`src/rtl/inc_arbiter_pkg.sv`:
```
// inc_arbiter_pkg
//   Shared definitions for the round-robin incrementer arbiter:
//   FSM state encoding, priority pointer values and the default
//   counter width. Imported by inc_arbiter and inc_cmp_dp.
package inc_arbiter_pkg;

  localparam int DEFAULT_WIDTH = 8;

  typedef enum logic [1:0] {
    IDLE   = 2'd0,
    BUSY_A = 2'd1,
    BUSY_B = 2'd2
  } state_e;

  localparam logic PRIO_A = 1'b0;
  localparam logic PRIO_B = 1'b1;

endpackage

```
`src/rtl/inc_cmp_dp.sv`:
```
// inc_cmp_dp
//   Shared combinational datapath: one incrementer plus the
//   subtract/compare logic that produces the published result.
// Ports:
//   op      in  WIDTH  operand latched by the arbiter
//   cnt_a   in  WIDTH  post-update value of counter A
//   cnt_b   in  WIDTH  post-update value of counter B
//   op_inc  out WIDTH  op + 1, wrapping at 2^WIDTH
//   diff    out WIDTH  cnt_a - cnt_b, modulo 2^WIDTH
//   eq      out 1      cnt_a == cnt_b
//   a_gt_b  out 1      cnt_a > cnt_b, unsigned
module inc_cmp_dp
  import inc_arbiter_pkg::*;
#(
  parameter int WIDTH = DEFAULT_WIDTH
) (
  input  logic [WIDTH-1:0] op,
  input  logic [WIDTH-1:0] cnt_a,
  input  logic [WIDTH-1:0] cnt_b,
  output logic [WIDTH-1:0] op_inc,
  output logic [WIDTH-1:0] diff,
  output logic             eq,
  output logic             a_gt_b
);

  assign op_inc = op + WIDTH'(1);
  assign diff   = cnt_a - cnt_b;
  assign eq     = (cnt_a == cnt_b);
  assign a_gt_b = (cnt_a > cnt_b);

endmodule

```
`src/rtl/inc_arbiter.sv`:
```
// inc_arbiter
//   Round-robin controller sharing one incrementer between two
//   requesters. Each grant takes two cycles (IDLE -> BUSY_x -> IDLE):
//   the operand is latched on the grant edge and written back as
//   op + 1 at the end of the BUSY cycle. The difference/compare
//   outputs are registered from the post-update counter values.
// Ports:
//   ck      in  1      clock, rising edge
//   rst     in  1      synchronous reset, active-low
//   req_a   in  1      level-sensitive increment request from A
//   req_b   in  1      level-sensitive increment request from B
//   clr     in  1      synchronous clear of both counters
//   ack_a   out 1      one-cycle pulse during A's BUSY cycle
//   ack_b   out 1      one-cycle pulse during B's BUSY cycle
//   busy    out 1      FSM is in BUSY_A or BUSY_B
//   C       out WIDTH  cnt_a - cnt_b modulo 2^WIDTH
//   eq      out 1      cnt_a == cnt_b
//   a_gt_b  out 1      cnt_a > cnt_b, unsigned
module inc_arbiter
  import inc_arbiter_pkg::*;
#(
  parameter int WIDTH     = DEFAULT_WIDTH,
  parameter int INIT_PRIO = 0
) (
  input  logic             ck,
  input  logic             rst,
  input  logic             req_a,
  input  logic             req_b,
  input  logic             clr,
  output logic             ack_a,
  output logic             ack_b,
  output logic             busy,
  output logic [WIDTH-1:0] C,
  output logic             eq,
  output logic             a_gt_b
);

  localparam logic PRIO_RESET = (INIT_PRIO != 0) ? PRIO_B : PRIO_A;

  state_e           state_q, state_d;
  logic             prio_q, prio_d;
  logic [WIDTH-1:0] op_q, op_d;
  logic [WIDTH-1:0] cnt_a_q, cnt_a_d;
  logic [WIDTH-1:0] cnt_b_q, cnt_b_d;
  logic             ack_a_q, ack_a_d;
  logic             ack_b_q, ack_b_d;
  logic             busy_q, busy_d;
  logic [WIDTH-1:0] c_q;
  logic             eq_q, a_gt_b_q;

  logic             grant_a, grant_b;
  logic [WIDTH-1:0] op_inc, diff;
  logic             dp_eq, dp_gt;

  inc_cmp_dp #(
    .WIDTH (WIDTH)
  ) u_dp (
    .op     (op_q),
    .cnt_a  (cnt_a_d),
    .cnt_b  (cnt_b_d),
    .op_inc (op_inc),
    .diff   (diff),
    .eq     (dp_eq),
    .a_gt_b (dp_gt)
  );

  // Priority only breaks ties; a lone requester always wins.
  assign grant_a = req_a && (!req_b || (prio_q == PRIO_A));
  assign grant_b = req_b && !grant_a;

  always_comb begin
    state_d = state_q;
    prio_d  = prio_q;
    op_d    = op_q;
    cnt_a_d = cnt_a_q;
    cnt_b_d = cnt_b_q;
    ack_a_d = 1'b0;
    ack_b_d = 1'b0;

    case (state_q)
      IDLE: begin
        if (grant_a) begin
          state_d = BUSY_A;
          op_d    = cnt_a_q;
          ack_a_d = 1'b1;
        end else if (grant_b) begin
          state_d = BUSY_B;
          op_d    = cnt_b_q;
          ack_b_d = 1'b1;
        end
      end
      BUSY_A: begin
        cnt_a_d = op_inc;
        prio_d  = PRIO_B;
        state_d = IDLE;
      end
      BUSY_B: begin
        cnt_b_d = op_inc;
        prio_d  = PRIO_A;
        state_d = IDLE;
      end
      default: state_d = IDLE;
    endcase

    // Clear wins over the BUSY write-back; the ack already issued stands.
    if (clr) begin
      cnt_a_d = '0;
      cnt_b_d = '0;
    end

    busy_d = (state_d != IDLE);
  end

  always_ff @(posedge ck) begin
    if (!rst) begin
      state_q  <= IDLE;
      prio_q   <= PRIO_RESET;
      op_q     <= '0;
      cnt_a_q  <= '0;
      cnt_b_q  <= '0;
      ack_a_q  <= 1'b0;
      ack_b_q  <= 1'b0;
      busy_q   <= 1'b0;
      c_q      <= '0;
      eq_q     <= 1'b1;
      a_gt_b_q <= 1'b0;
    end else begin
      state_q  <= state_d;
      prio_q   <= prio_d;
      op_q     <= op_d;
      cnt_a_q  <= cnt_a_d;
      cnt_b_q  <= cnt_b_d;
      ack_a_q  <= ack_a_d;
      ack_b_q  <= ack_b_d;
      busy_q   <= busy_d;
      c_q      <= diff;
      eq_q     <= dp_eq;
      a_gt_b_q <= dp_gt;
    end
  end

  assign ack_a  = ack_a_q;
  assign ack_b  = ack_b_q;
  assign busy   = busy_q;
  assign C      = c_q;
  assign eq     = eq_q;
  assign a_gt_b = a_gt_b_q;

endmodule

```
`config.mk`:
```
export PLATFORM = sky130hd
export DESIGN_NAME = inc_arbiter
export DESIGN_NICKNAME = d
export VERILOG_FILES = /design/src/rtl/inc_arbiter_pkg.sv /design/src/rtl/inc_cmp_dp.sv /design/src/rtl/inc_arbiter.sv
export SDC_FILE = /design/constraint.sdc
export NUM_CORES = 1
export LEC_CHECK = 0
export ABC_AREA = 1
export CORE_MARGIN = 4
export CORE_UTILIZATION = 63
export CTS_BUF_LIST = sky130_fd_sc_hd__clkbuf_4
export CTS_CLUSTER_SIZE = 28
export DETAILED_ROUTE_END_ITERATION = 7
export PLACE_DENSITY = 0.9
export RECOVER_POWER = 100
export SKIP_LAST_GASP = 1
export SLEW_MARGIN = 10
export SYNTH_ARGS = -nofsm -noshare
export SYNTH_HDL_FRONTEND = slang
export SYNTH_SLANG_ARGS = --single-unit
```
`constraint.sdc`:
```
create_clock -name ck -period 5.4 [get_ports ck]
set_clock_uncertainty 0.15 [all_clocks]
set_input_delay 1.62 -clock ck [delete_from_list [all_inputs] [get_ports ck]]
set_output_delay 1.62 -clock ck [all_outputs]
set_load 0.01 [all_outputs]
```
; ---- Yosys cells after proc, flatten, opt, wreduce, memory -nomap -nowiden
; Cells that the tools add are included.
; W data, S select, Z words.
[op_classes]
add_sub_neg = 2
magnitude_cmp = 1
eq_ne = 3
bitwise = 3
reduce_logical = 12
muxes = 12
[op_table]
columns = op, n
row1 = $mux W8, 6
row2 = $add A8 B1 Y8 const B, 1
row3 = $eq A8 B8 Y1, 1
row4 = $gt A8 B8 Y1, 1
row5 = $sub A8 B8 Y8, 1
row6 = $mux W2, 3
row7 = $reduce_bool A2 Y1, 3
row8 = $reduce_and A2 Y1, 2
row9 = $not A1 Y1, 3
row10 = $reduce_or A3 Y1, 1
row11 = $eq A2 B1 Y1 const B, 1
row12 = $eq A2 B2 Y1 const B, 1
row13 = $logic_and A1 B1 Y1, 2
row14 = $logic_not A1 Y1, 2
row15 = $logic_not A2 Y1, 1
row16 = $mux W1, 2
row17 = $pmux W1 S2, 1
row18 = $logic_or A1 B1 Y1, 1
[word_totals]
in_bits = 5
wordCells = 44
ff_bits = 40

; ---- Logic depth before layout (Yosys ltp)
; Gate-level depths: netlist (run 1).
[depth]
word_depth = 9
mapped_depth = 15
mapped_depth_nobuf = 15

; ---- Hierarchy
; Synthesis (run 1) repeated with hierarchy kept, for this count alone.
[hier_totals]
hier_cells = 315
area_unflattened_um2 = 2188.3
[modules_own_cells]
columns = module, area_each_um2, instances, seq_area_each_um2, cells_per_inst
row1 = inc_arbiter, 1617.8, 1, 800.8, 215
row2 = inc_cmp_dp, 570.5, 1, 0.0, 100

; ---- Least setup slack after synthesis (run 1)
; No wires, ideal clock.
[synth_path]
path_kind = in2reg
from = input port clr
to = register a_gt_b_q, in the netlist a_gt_b
n_path_buf = 2
slack_ns = 1.644
stages = 12
t_required_ns = 5.194
arrival_time_ns = 3.551
setup_ns = 0.056
cell_sequence = clkbuf_1 clkbuf_1 nor3_1 ha_1 fa_1 o21ai_0 a21oi_1 o21ai_0 nand3_1 nand3_1 nand2_1 inv_1
[synth_between]
elab_chain_cells = 2
word_cells_on_any_way = 3
cone_classes = order compare (1) / mux (2)
[synth_lines]
columns = element, line
row1 = from (decl), inc_arbiter.sv:29  ; input logic clr,
row2 = $mux W8, inc_arbiter.sv:106  ; if (clr) begin
row3 = via cnt_b_d[0], inc_arbiter.sv:44  ; logic [WIDTH-1:0] cnt_b_q, cnt_b_d;
row4 = $gt A8 B8 Y1, inc_cmp_dp.sv:29  ; assign a_gt_b = (cnt_a > cnt_b);
row5 = to (signal assigned), inc_arbiter.sv:138  ; a_gt_b_q <= dp_gt;
row6 = to (decl), inc_arbiter.sv:49  ; logic eq_q, a_gt_b_q;
; The timed path passes the listed nets, and every way through them passes these cells.
; A chain may end at the register's enable or synchronous reset.

; ---- Worst setup path after layout (run 1)
[layout_path]
from = input port clr
to = register a_gt_b_q, in the netlist a_gt_b
[layout_between]
elab_chain_cells = 2
word_cells_on_any_way = 3
cone_classes = order compare (1) / mux (2)
[layout_lines]
columns = element, line
row1 = $mux W8, inc_arbiter.sv:106
row2 = $gt A8 B8 Y1 *, inc_cmp_dp.sv:29
; Every way passes the cells marked *; elsewhere a longest branch is shown, timed or not.

==> results by group, run 1 <==
Yosys
  • Netlist cell types: 26
  • Synth top area cells: dfxtp_1 41%, nor2_1 8.3%, ha_1 7.8%, nand2_1 7.2%, inv_1 5.2%
  • Asr flop ratio synth: 0%
  • Mapped Cells: 260
  • Yosys warns: 0
  • Commonest cells post-synth: 43 x nor2_1, 40 x dfxtp_1, 37 x nand2_1
  • EDFF count, synth: 0
  • Top-count cell post-synth: nor2_1
  • Leading area contributor after synthesis: dfxtp_1
  • Top FF cell, synth: dfxtp_1
  • Mapped cell area: 1930 um^2
  • Syn Nets: 278
  • Mean Syn Cell Area: 7.44 um^2
  • Sequential-to-total area share from yosys stat: 41.4%
  • Seq cells post-synth: 40
  • Synth top area share: 41.4%

CTS
  • Hold buffers post-CTS: 0
  • Clock tree buffer depth: 2
  • Htree depth: 2
  • CTS tree: built
  • Worst-path clk slew: 0.11 ns
  • Sink Count: 40
  • Post_cts resized: 0
  • Root Buffer: clkbuf_4
  • Clock Latency Late Sink: 0.34 ns
  • Post-CTS Setup Inserts: 0
  • Inserted Clock Buffers: 5

Routing
  • Via count: 1726
  • Drt first pass iters: 4
  • WL final: 3880 um
  • Final ANT Viol Nets: 0
  • Starting DRT DRC Count: 94
  • Post-DR wirelength/cell: 12.6 um
  • Via density per instance: 5.60
  • Number of remaining DRC errors: 0

Status
  • Status: completed

Floorplanning
  • Die Y: 63.4 um
  • Die area: 4020 um^2
  • Row Count: 19
  • Chip Width: 63.4 um
  • Initial core utilization: 67.8%
  • Core Area: 2850 um^2
  • # IOs: 18

Power
  • P_sw: 0.000203 W
  • Pwr dens: 298 nW/um^2
  • LEAKAGE: 0.976 nW
  • Pwr Total: 0.000642 W
  • Peak VDD IR: 0.236 mV
  • Sw frac: 31.5%
  • Sequential share of power: 52.3%
  • P_int: 0.000440 W
  • Logic pwr share: 26.5%
  • Clock share of power: 21.2%

GRT
  • Gr ovfl total: 0
  • Tot GR Track Use: 21.9%
  • Largest net degree at the start of global routing: 19
  • GR met2 Demand/Resource: 33.9%
  • Initial antenna violation count: 0
  • GRT met1 Usage: 28.3%
  • GR met3 Demand/Resource: 7.10%
  • Gr busiest metal: met2
  • Global-route wire length before repair: 7130 um
  • Vias in the first global route: 1669

Final layout
  • Finished Cell Area: 2160 um^2
  • Synth-to-Final Area Change: 11.6%
  • Layout cells sized above 1: 6.50%
  • Final net count: 295
  • ANT cells: 0

Setup path
  • Crit-path cells: dlygate4sd3_1 > inv_1 > o211ai_1 > ha_1 > fa_1 > o21ai_0 > a21oi_1 > o21ai_0 > nand3_1 > nand3_1 > nand2_1 > inv_1
  • Arr. time, crit path: 4.31 ns
  • Slowest library cell on the worst path: dlygate4sd3_1
  • CP delay by family, top: buffers and inverters
  • CP Buf/Inv Count: 3
  • Critical Path Max Stage Delay: 0.75 ns
  • Req. time, crit path: 5.55 ns
  • Worst setup SP type: input pin
  • Worst Path Max Fanout: 17
  • Critical path class: input pin to flop
  • CP endpoint kind: flop

STA
  • Final Slew Violations: 0
  • Max Freq: 0.240 GHz
  • Final Cycle Share: 77.2%
  • Final hold vios: 0
  • Final worst slack: 1.23 ns
  • Measured slew at the worst slew-check pin: 0.726 ns
  • RSZ-0062 raised after global routing: false
  • Final Critical Period: 4.17 ns
  • Final setup vio count: 0
  • Slew headroom: 51.6%
  • Setup TNS: 0 ns

Worst hold path
  • Worst min path class: flop to flop

Job
  • MaxCap Viol Count: 0

Placement
  • Pre-CTS setup slack: 0.911 ns
  • DP Area: 2120 um^2
  • IO Port Bufs: 17
  • Placer Congestion: 0.879
  • Final HPWL DP: 2780 um
## flip-flops by register name (all words and copies together) (netlist names)
| register | count |
|---|---|
| state_q | 2 |
| ack_a | 1 |
| cnt_b_q | 8 |
| C | 8 |
| eq | 1 |
| op_q | 8 |
| a_gt_b | 1 |
| prio_q | 1 |
| cnt_a_q | 8 |
| ack_b | 1 |
| busy | 1 |
## metal layers
layer,vias to the layer above,share of wire (%),routed length [um]
met5,-,0,0
met4,0,1.2,45
met3,8,5.7,220
met2,51,46,1800
met1,786,47,1820
li1,881,-,-
## power by group through the flow
stage | Clock, W | Sequential [W] | Combinational [W]
after global routing | 0.000153 | 0.000340 | 0.000195
final | 0.000136 | 0.000336 | 0.000170
after detailed placement | 0 | 0.000343 | 0.000174
after CTS | 0.000139 | 0.000336 | 0.000176
after global placement | 0 | 0.000343 | 0.000171
after floorplan | 0 | 0.000349 | 0.000110
## cell type report
type	count	area (um^2)
tap	31	38.8
fill	214	696
sequential	40	801
clock inverter	2	7.51
multi-input combinational	180	975
timing repair buffer	19	181
clock buffer	5	37.5
inverter	31	116
## worst register-to-register path: stages, from the launching register on
cell     delay (ns)
dfxtp_1        0.38
inv_1          0.07
ha_1           0.37
inv_1          0.20
nor2_1         0.06
nor3_1         0.31
inv_1          0.13
ha_1           0.29
nand2_1        0.08
o21ai_0        0.41
nand2_1        0.09
nand2_1        0.08
a21oi_1        0.07
o21ai_0        0.15
a21oi_1        0.06
## path summary, 6_finish.rpt
| kind | start | slack (ns) | endpoint | cells after the start |
|---|---|---|---|---|
| setup / recovery | clr | 1.23 | a_gt_b | 12 |
| hold / removal | cnt_a_q[7] | 0.33 | op_q[7] | 2 |
| setup reg to reg | state_q[0] | 2.39 | C[5] | 14 |
| hold reg to reg | cnt_a_q[7] | 0.33 | op_q[7] | 2 |
## layout by cell type, fill, tap and decap left out, types with 2 or more instances in the layout
cell type	Yosys	layout
inv_2	2	2
o21a_1	2	2
inv_1	27	27
xor2_1	4	4
dfxtp_1	40	40
clkdlybuf4s50_1	0	2
nand2_2	5	4
ha_1	12	12
a31oi_1	8	8
a21oi_1	14	14
clkinv_1	2	4
o21ai_0	20	20
nor2_1	43	43
nor3_1	7	7
or2_2	4	4
dlygate4sd3_1	0	15
nand3_1	11	11
o211ai_1	2	2
nand2_1	37	38
nor4_1	5	5
clkbuf_4	0	5
## metrics by stage
| step | instances | hold slack (ns) | utilization, % |
|---|---|---|---|
| floorplan | 260 | 0.292 | - |
| global placement | 301 | 0.309 | 74.3 |
| detailed placement | 301 | 0.315 | 74.3 |
| CTS | 308 | 0.335 | 75.8 |
| global route | 308 | 0.372 | 75.6 |
| finish | 308 | 0.333 | 75.6 |
## cells by family (layout without fill, tap and decap cells)
| family | after synthesis | in the layout | synth area share (%) |
|---|---|---|---|
| and+or+nand+nor | 114 | 114 | 25.6 |
| xor gates and xnor gates | 5 | 5 | 2.27 |
| DFF | 40 | 40 | 41.4 |
| AOI/OAI and AO/OA | 48 | 48 | 13.9 |
| buffers and inverters | 40 | 57 | 8.03 |
| adders and majority gates | 13 | 13 | 8.80 |
Power figures use the tool's default switching activity.
==> run 2: changes to the inputs <==
--- a/config.mk
+++ b/config.mk
@@ -7,11 +7,11 @@
 export LEC_CHECK = 0
 export ABC_AREA = 1
 export CORE_MARGIN = 4
-export CORE_UTILIZATION = 63
+export CORE_UTILIZATION = 59
 export CTS_BUF_LIST = sky130_fd_sc_hd__clkbuf_4
 export CTS_CLUSTER_SIZE = 28
 export DETAILED_ROUTE_END_ITERATION = 7
-export PLACE_DENSITY = 0.9
+export PLACE_DENSITY = 0.86
 export RECOVER_POWER = 100
 export SKIP_LAST_GASP = 1
 export SLEW_MARGIN = 10
==> constraint.sdc (replaced) <==
create_clock -name ck -period 4.1 [get_ports ck]
set_clock_uncertainty 0.15 [all_clocks]
set_input_delay 1.23 -clock ck [delete_from_list [all_inputs] [get_ports ck]]
set_output_delay 1.23 -clock ck [all_outputs]
set_load 0.01 [all_outputs]
==> run 2 against run 1 <==
Against the previous run: sequential share of layout area decreased by 0.51 points; largest cell class unchanged; routed wire length increased by 0.82%; die area increased by 5.9%; critical path depth unchanged; critical path type unchanged; sequential cell count unchanged; global-route usage decreased by 0.72 points; clock power increased by 44%; sequential power increased by 32%; worst setup slack got worse by 0.69 ns.
==> results by group, run 2 (synthesized netlist as in run 1, its figures left out) <==
Status
  • Status: completed

Setup path
  • Critical path class: input pin to flop
  • CP endpoint kind: flop
  • R2R depth: 14 (unchanged)
  • CP delay by family, top: buffers and inverters
  • CP Buf/Inv Count: 2 (-1)
  • Arr. time, crit path: 3.69 ns (-0.62 ns)
  • Req. time, crit path: 4.23 ns (-1.32 ns)
  • Crit. path cell count: 12 (unchanged)
  • Worst setup SP type: input pin
  • Worst Path Max Fanout: 10 (-7)
  • Critical Path Max Stage Delay: 0.68 ns (-0.07 ns)
  • Crit-path cells: dlygate4sd3_1 > clkbuf_1 > nor2_1 > o21ai_0 > ha_1 > a21oi_1 > o21ai_0 > nand2_1 > nand2_1 > a21oi_1 > o21ai_0 > a21oi_1
  • Slowest library cell on the worst path: dlygate4sd3_1

Floorplanning
  • Die area: 4260 um^2 (+5.9%)
  • Row Count: 20 (+1)
  • Core Area: 3100 um^2 (+8.8%)
  • Initial core utilization: 62.3% (-5.5 points)
  • Die Y: 65.2 um (+2.9%)
  • Chip Width: 65.2 um (+2.9%)
  • # IOs: 18 (unchanged)

Final layout
  • Most common cell after layout, fill and taps aside: nor2_1
  • Multi-input gate area: 977 um^2 (+0.26%)
  • Register area: 801 um^2 (unchanged)
  • Layout cells sized above 1: 7.17% (+0.67 points)
  • ANT cells: 0 (unchanged)
  • Final net count: 296 (+0.34%)
  • Synth-to-Final Area Change: 13.1%
  • Filler Cell Count: 277 (+29%)
  • Commonest non-fill, non-tap cells in the layout: 43 x nor2_1, 40 x dfxtp_1, 37 x nand2_1, 27 x inv_1, 20 x o21ai_0
  • Finished Cell Area: 2190 um^2 (+1.4%)

STA
  • Final Slew Violations: 0 (unchanged)
  • Final Critical Period: 3.56 ns
  • Final hold vios: 0 (unchanged)
  • RSZ-0062 raised after global routing: false
  • Max Freq: 0.281 GHz
  • Measured slew at the worst slew-check pin: 0.795 ns (+0.0692 ns)
  • Final hold slack: 0.332 ns (-0.000168 ns)
  • Final setup vio count: 0 (unchanged)
  • Final Cycle Share: 86.8%
  • Setup TNS: 0 ns (unchanged)
  • Slew headroom: 47.0% (-4.6 points)

GRT
  • Gr ovfl total: 0 (unchanged)
  • Largest net degree at the start of global routing: 19 (unchanged)
  • Tot GR Track Use: 21.2% (-0.72 points)
  • Global-route wire length before repair: 7000 um (-1.9%)
  • Initial antenna violation count: 0 (unchanged)
  • Vias in the first global route: 1578 (-5.5%)

Routing
  • Number of remaining DRC errors: 0 (unchanged)
  • WL met3: 238 um (+8.2%)
  • Starting DRT DRC Count: 79 (-16%)
  • Drt first pass iters: 4 (unchanged)
  • WL final: 3910 um (+0.82%)
  • Via count: 1647 (-4.6%)
  • Via density per instance: 5.10 (-9.0%)
  • Highest routed layer: met4
  • WL met2: 1850 um (+3.1%)
  • Final ANT Viol Nets: 0 (unchanged)
  • Met1 WL: 1790 um (-1.5%)
  • Post-DR wirelength/cell: 12.1 um (-3.9%)

Placement
  • Final HPWL DP: 2950 um (+6.2%)
  • Placer Congestion: 0.949 (+8.0%)
  • IO Port Bufs: 17 (unchanged)
  • DP Area: 2140 um^2 (+1.1%)

Worst hold path
  • Hold Path Depth: 2 (unchanged)
  • Worst min path class: flop to flop

Power
  • Pwr dens: 395 nW/um^2 (+33%)
  • Peak VDD IR: 0.266 mV (+12%)
  • LEAKAGE: 0.982 nW (+0.57%)

CTS
  • Clock tree buffer depth: 2 (unchanged)
  • Inserted Clock Buffers: 5 (unchanged)
  • Post-CTS Setup Inserts: 0 (unchanged)
  • Clock Latency Late Sink: 0.34 ns (about the same)
  • Hold buffers post-CTS: 0 (unchanged)
  • Sink Count: 40 (unchanged)
  • Worst-path clk slew: 0.11 ns (about the same)
  • CTS tree: built
  • Root Buffer: clkbuf_4
  • Htree depth: 2 (unchanged)
  • Post_cts resized: 0 (unchanged)

Job
  • MaxCap Viol Count: 0 (unchanged)
-- run 2: changes by cell type in the layout (fill, tap and decap cells not counted), sizes merged --
| cell | previous run | this run |
|---|---|---|
| clkbuf | 6 | 10 |
| buf | 1 | 0 |
| clkdlybuf4s50 | 2 | 1 |
| clkinv | 4 | 3 |
| dlygate4sd3 | 15 | 16 |
-- run 2: path summary, 6_finish.rpt --
path	start	endpoint	slack (ns)
setup / recovery	clr	C[5]	0.54
hold / removal	cnt_a_q[7]	op_q[7]	0.33
setup reg to reg	state_q[0]	C[5]	1.20
hold reg to reg	cnt_a_q[7]	op_q[7]	0.33
-- run 2: tightest hold or removal path, cell delays in order, from the launching register on --
cell,delay [ns]
dfxtp_1,0.33
nand2_1,0.06
a31oi_1,0.06
-- run 2: area by class of cell --
cell class / count / share of cell area, %
clock inverters: 1 / 0.172
flip-flops and latches: 40 / 36.6
multi-input cells: 180 / 44.7
repair buffers: 20 / 8.30
clock buffers: 7 / 2.40
inverters: 31 / 5.32
well taps: 44 / 2.52
-- run 2: per-layer routing --
layer / vias to the layer above / global-route usage (%)
met4: 0 / 5.96
met2: 40 / 34.9
met5: - / 0
met1: 722 / 26.6
met3: 5 / 6.84
li1: 880 / -
-- run 2: power breakdown --
part           total (W)  internal (W)  switching (W)  leakage [nW]
Sequential      0.000442      0.000425      0.0000167         0.328
Combinational   0.000225     0.0000935       0.000131         0.620
Clock           0.000196     0.0000792       0.000117        0.0338
Total           0.000863      0.000598       0.000265         0.982
-- run 2: stage by stage --
step                util, %  total power [W]  instances  setup slack [ns]
detailed placement     69.0         0.000685        315             0.328
finish                 70.5         0.000863        323             0.541
CTS                    70.8         0.000882        323             0.703
floorplan                 -         0.000605        260             0.734
global route           70.5         0.000925        323             0.326
global placement       69.0         0.000682        315             0.372
==> run 3: changes to the inputs <==
--- a/config.mk
+++ b/config.mk
@@ -18,3 +18,4 @@
 export SYNTH_ARGS = -nofsm -noshare
 export SYNTH_HDL_FRONTEND = slang
 export SYNTH_SLANG_ARGS = --single-unit
+export TNS_END_PERCENT = 1
==> results of run 3 <==
The final DEF is identical to that of run 2; final timing and power are the same.
